### config.mk
export PLATFORM = sky130hd
export DESIGN_NAME = switch_input_port
export DESIGN_NICKNAME = d
export VERILOG_FILES = /design/src/rtl/jups_io_pkg.sv /design/src/rtl/input_debouncer.sv /design/src/rtl/switch_input_port.sv
export SDC_FILE = /design/constraint.sdc
export NUM_CORES = 1
export LEC_CHECK = 0
export BUFFER_PORTS_ARGS = -buffer_cell sky130_fd_sc_hd__buf_2
export CAP_MARGIN = 0
export CORE_MARGIN = 2
export CORE_UTILIZATION = 45
export CTS_CLUSTER_DIAMETER = 150
export DETAILED_ROUTE_END_ITERATION = 12
export PLACE_DENSITY = 0.77
export SKIP_LAST_GASP = 1
export SYNTH_ARGS = -nofsm -noshare
export SYNTH_HDL_FRONTEND = slang
export SYNTH_SLANG_ARGS = --single-unit
### constraint.sdc
create_clock -name Clock -period 2.2 [get_ports Clock]
set_clock_uncertainty 0.15 [all_clocks]
set_input_delay 0.11 -clock Clock [delete_from_list [all_inputs] [get_ports Clock]]
set_output_delay 0.11 -clock Clock [all_outputs]
set_load 0.05 [all_outputs]
### src/rtl/jups_io_pkg.sv
// Shared constants for the board I/O path: default word width, debounce length and
// the electrical level of a pressed button.
package jups_io_pkg;

  localparam int unsigned IO_DATA_W           = 16;
  localparam int unsigned IO_DEBOUNCE_DEFAULT = 4;
  localparam logic        BUTTON_PRESSED      = 1'b0;

endpackage

### src/rtl/input_debouncer.sv
// Two-flop synchroniser plus stability counter for a raw active-low button; emits a
// one-cycle pulse when a press is accepted.
module input_debouncer
  import jups_io_pkg::*;
#(
  parameter int unsigned DEBOUNCE_CYCLES = IO_DEBOUNCE_DEFAULT
) (
  input  logic Clock,
  input  logic Reset,
  input  logic RawIn,
  output logic Level,
  output logic PressPulse
);

  localparam int unsigned CntW = (DEBOUNCE_CYCLES > 1) ? $clog2(DEBOUNCE_CYCLES) : 1;
  localparam logic [CntW-1:0] CntMax = CntW'(DEBOUNCE_CYCLES - 1);

  logic [1:0]      sync_q, sync_d;
  logic [1:0]      fill_q, fill_d;
  logic            armed_q, armed_d;
  logic            db_q, db_d;
  logic [CntW-1:0] cnt_q, cnt_d;
  logic            press_q, press_d;

  always_comb begin
    sync_d  = {sync_q[0], RawIn};
    fill_d  = {fill_q[0], 1'b1};
    db_d    = db_q;
    cnt_d   = cnt_q;
    press_d = 1'b0;
    // A press held through reset must be released before another press can count;
    // fill_q marks that sync_q holds real samples rather than reset values.
    armed_d = armed_q | (fill_q[1] & (sync_q[1] != BUTTON_PRESSED));
    if (sync_q[1] == db_q) begin
      cnt_d = '0;
    end else if (cnt_q == CntMax) begin
      db_d    = sync_q[1];
      cnt_d   = '0;
      press_d = armed_q && (sync_q[1] == BUTTON_PRESSED);
    end else begin
      cnt_d = cnt_q + 1'b1;
    end
  end

  always_ff @(posedge Clock) begin
    if (Reset) begin
      sync_q  <= 2'b11;
      fill_q  <= 2'b00;
      armed_q <= 1'b0;
      db_q    <= 1'b1;
      cnt_q   <= '0;
      press_q <= 1'b0;
    end else begin
      sync_q  <= sync_d;
      fill_q  <= fill_d;
      armed_q <= armed_d;
      db_q    <= db_d;
      cnt_q   <= cnt_d;
      press_q <= press_d;
    end
  end

  assign Level      = db_q;
  assign PressPulse = press_q;

endmodule

### src/rtl/switch_input_port.sv
// Captures the switch word on each debounced button press into a small first-word
// fall-through FIFO drained by the core's IN instruction.
module switch_input_port
  import jups_io_pkg::*;
#(
  parameter int unsigned DATA_W          = IO_DATA_W,
  parameter int unsigned DEPTH           = 4,
  parameter int unsigned DEBOUNCE_CYCLES = IO_DEBOUNCE_DEFAULT
) (
  input  logic                       Clock,
  input  logic                       Reset,
  input  logic                       Button,
  input  logic [DATA_W-1:0]          Switches,
  input  logic                       InPop,
  output logic [DATA_W-1:0]          InData,
  output logic                       InValid,
  output logic [$clog2(DEPTH+1)-1:0] Count,
  output logic                       Overflow
);

  localparam int unsigned PtrW = $clog2(DEPTH);
  localparam int unsigned CntW = $clog2(DEPTH + 1);

  logic              btn_level, btn_press;
  logic              push, full, pop_acc, push_acc;
  logic [DATA_W-1:0] mem_q [DEPTH];
  logic [PtrW-1:0]   wr_ptr_q, wr_ptr_d, rd_ptr_q, rd_ptr_d;
  logic [CntW-1:0]   count_q, count_d;
  logic              ovf_q, ovf_d;

  input_debouncer #(
    .DEBOUNCE_CYCLES (DEBOUNCE_CYCLES)
  ) u_debouncer (
    .Clock      (Clock),
    .Reset      (Reset),
    .RawIn      (Button),
    .Level      (btn_level),
    .PressPulse (btn_press)
  );

  always_comb begin
    push     = btn_press && (btn_level == BUTTON_PRESSED);
    full     = (count_q == CntW'(DEPTH));
    pop_acc  = InPop && (count_q != '0);
    // When full, a coincident pop frees the slot the push needs.
    push_acc = push && (!full || pop_acc);
    wr_ptr_d = push_acc ? wr_ptr_q + 1'b1 : wr_ptr_q;
    rd_ptr_d = pop_acc ? rd_ptr_q + 1'b1 : rd_ptr_q;
    count_d  = count_q;
    if (push_acc && !pop_acc) begin
      count_d = count_q + 1'b1;
    end else if (!push_acc && pop_acc) begin
      count_d = count_q - 1'b1;
    end
    ovf_d = ovf_q | (push && !push_acc);
  end

  always_ff @(posedge Clock) begin
    if (Reset) begin
      wr_ptr_q <= '0;
      rd_ptr_q <= '0;
      count_q  <= '0;
      ovf_q    <= 1'b0;
    end else begin
      wr_ptr_q <= wr_ptr_d;
      rd_ptr_q <= rd_ptr_d;
      count_q  <= count_d;
      ovf_q    <= ovf_d;
    end
  end

  always_ff @(posedge Clock) begin
    if (!Reset && push_acc) begin
      mem_q[wr_ptr_q] <= Switches;
    end
  end

  assign InValid  = (count_q != '0);
  assign InData   = InValid ? mem_q[rd_ptr_q] : '0;
  assign Count    = count_q;
  assign Overflow = ovf_q;

endmodule

==> results.md <==
- Post-synth cell types: 32
- Clock Power Share: around 22%
- Maximum operating frequency: ~470 MHz
- Die Area: between 0.007 and 0.008 sq mm
- Share of layout cells above drive strength 1: approximately a third
- Die H: a little under 90 um
- Top cells by area, synth: edfxtp_1 (59%), dfxtp_1 (12%), mux4_2 (6.9%)
- P_int: ~0.0029 W
- Hold/Removal Path Class: flop to flop
- Syn Std Cell Area: 0.003276 sq mm
- Post-synth EDFFs: 64
- Final WS setup: 0.08080 ns
- Sink Count: 83
- Clock Tree Root: clkbuf_8
- Iteration-0 DRC Markers: 125
- I/O Pins: 41
- Flop and latch count out of synthesis: 83
- Layout fillers: around 570
- Max H-tree Level: 3
- Worst Max-Slew Pin Slew: around 0.34 ns
- # setup viols final: 0
- Switching Fraction: slightly above 40%
- First-pass GRT wire length: roughly 7.8 mm
- Vias: around 1700
- Vias in the first global route: approximately 1700
- R2R depth: 7
- Worst Hold Endpoint: u_debouncer.cnt_q[0]
- Yosys top cell by area: edfxtp_1
- Vias per cell: approximately 4.7
- Dominant synthesized flop cell: edfxtp_1
- Critical setup path kind: flop to flop
- CTS Buf Count: 9
- FF-to-FF setup slack: approximately 0.081 ns
- Synth Instances: between 150 and 200
- Rel. slew slack: between 70% and 80%
- Post-route ant nets: 0
- Largest net degree at the start of global routing: 20
- Combinational share of power: between 40% and 50%
- Area delta synth->final: 24.22%
- Worst VDD drop: 0.4611 mV
- Dpl hpwl: 3.241 mm
- Cell Rows: 31
- Initial antenna violation count: 0
- Number of remaining DRC errors: 0
- Final period util: 96.33%
- Slew Viols, Final: 0
- Async set-reset flop share out of synthesis: 0%
- First-pass DRT Iterations: 4
- Global route total overflow: 0
- Worst hold path startpoint: u_debouncer.cnt_q[0]
- CTS clk-pin slew, worst paths: roughly 0.09 ns
- Fin. Hold Viols: 0
- Final Wtd Congestion: roughly 0.75
- Initial Utilization: approximately 46%
- Max-cap viol count: 0
- Syn Nets: 209
- Hold path cells: 1
- Die Span X: approximately 89 um
- Drt total wl: 5.186 mm
- Status: completed
- NetSw: 0.002030 W
- Seq pwr share: between 30 and 40%
- Startpoint Class: flop
- Register area share after synthesis: between 70% and 80%
- Nets: roughly 280
- Mean post-synth cell area: around 18 sq um
- Setup WS pre-CTS: 0.04423 ns
- Min Clock Period, post-route: 2.119 ns
- Worst r2r src: Count[0]
- PortBufs: 40
- Worst EP required: about 2.3 ns
- Placeable core area: a little over 0.007 sq mm
- Synth Warn #: 0
- WL/cell: ~14 um
- Crit Path Max Fanout: 5
- Finished Layout Cells: about 360
- Max clock buf depth: 2
- Leakage: approximately 1.5 nW
- Ant diodes: 0
- Worst R2R End: Count[2]
- Placed Cells: 321
- Synth top area share: roughly three fifths
- Worst EP arrival: 2.25 ns
- Clk Latency, worst-skew pair: around 0.35 ns
- Power per Cell Area: 1221 mW/mm^2
- Total GRT Usage: a little over an eighth
- Crit end category: flop
- CTS tree: built
-- worst max-delay path, stage by stage (launching register included) --
cell and delay (ns):
dfxtp_4 0.38, o31ai_4 0.27, ha_2 0.22, inv_1 0.05
fa_1 0.37, xor2_1 0.18, or3_1 0.31, a21oi_1 0.12
-- kinds of logic (layout without fill, tap and decap cells) --
family | after synthesis | count (layout) | share of synthesized area (%)
flops | 83 | 83 | 70.28
simple gates | 47 | 47 | 9.244
mux | 19 | 19 | 12.64
buf+inv | 14 | 92 | 2.445
compound gates | 8 | 8 | 1.413
fa+ha+maj | 7 | 7 | 2.903
xor+xnor | 4 | 4 | 1.070
-- worst max path at each step --
| stage | startpoint | to | depth (start not counted) |
|---|---|---|---|
| floorplan | Count[2] | Count[2] | 7 |
| global placement | Count[1] | Count[2] | 7 |
| detailed placement | Count[2] | Count[2] | 8 |
| CTS | Count[2] | Count[2] | 8 |
| global route | Count[0] | Count[2] | 7 |
| finish | Count[0] | Count[2] | 7 |
-- power groups by stage --
stage	combinational [W]	sequential, W	clock [W]
floorplan	0.00149	0.00195	0
global placement	0.00195	0.00187	0
finish	0.00202	0.00184	0.00110
detailed placement	0.00197	0.00188	0
CTS	0.00200	0.00184	0.00113
global route	0.00216	0.00185	0.00120
-- what timing repair did --
item                                    CTS  global route
hold buffers                             19             0
endpoints found under the setup margin    0             1
setup buffers                             0             3
hold endpoints to repair                 77             0
gates resized for setup                   0             5
-- Yosys cell counts (all sizes together), types with 2 or more instances --
cell	count
edfxtp	64
dfxtp	19
nor2b	17
mux4	16
nor2	11
inv	7
ha	6
buf	5
nand2	5
and2	4
a21oi	3
or3	3
xor2	3
clkbuf	2
mux2i	2
nor3	2
o21ai	2
or2	2
-- layout by cell type, fill, tap and decap left out, types with 7 or more instances in the layout --
| cell | synthesis | layout |
|---|---|---|
| buf_4 | 0 | 9 |
| inv_1 | 7 | 7 |
| mux4_2 | 10 | 10 |
| nor2_1 | 11 | 10 |
| dlygate4sd3_1 | 0 | 19 |
| nor2b_1 | 14 | 14 |
| clkbuf_8 | 0 | 9 |
| buf_2 | 3 | 40 |
| edfxtp_1 | 64 | 64 |
| dfxtp_1 | 19 | 16 |
-- sequential cells by signal, summed over array words and instances, names as in the netlist, named ones only --
signal / count
Count: 3
Overflow: 1
mem_q: 64
rd_ptr_q: 2
u_debouncer.Level: 1
u_debouncer.PressPulse: 1
u_debouncer.armed_q: 1
u_debouncer.cnt_q: 2
u_debouncer.fill_q: 2
u_debouncer.sync_q: 2
wr_ptr_q: 2
-- through the flow --
step	total power [W]	utilization [%]	hold WS, ns	setup TNS [ns]	instance area (sq um)
global route	0.005222	57.01	0.2931	-0.004698	4069
global placement	0.003814	50.82	0.1470	0	3627
finish	0.004969	57.01	0.2719	0	4069
CTS	0.004974	56.33	0.2791	0	4020
floorplan	0.003442	-	0.05887	0	3292
detailed placement	0.003848	50.82	0.1493	0	3627
-- area by class of cell --
cell class	count	area [sq um]	share of cell area [%]
Clock inverter	7	78.83	1.937
Tap cell	99	123.9	3.044
Sequential cell	83	2313	56.86
Clock buffer	9	123.9	3.044
Timing Repair Buffer	69	478.0	11.75
Inverter	7	26.28	0.6458
Multi-Input combinational cell	85	924.6	22.72
-- per-layer routing --
layer	global-route usage, %	vias to the layer above	wire length, um
li1	-	832	-
met1	15.32	825	2202
met2	23.57	31	2771
met3	2.585	8	122
met4	9.498	0	90
met5	0	-	0
(Power assumes the default switching activity.)
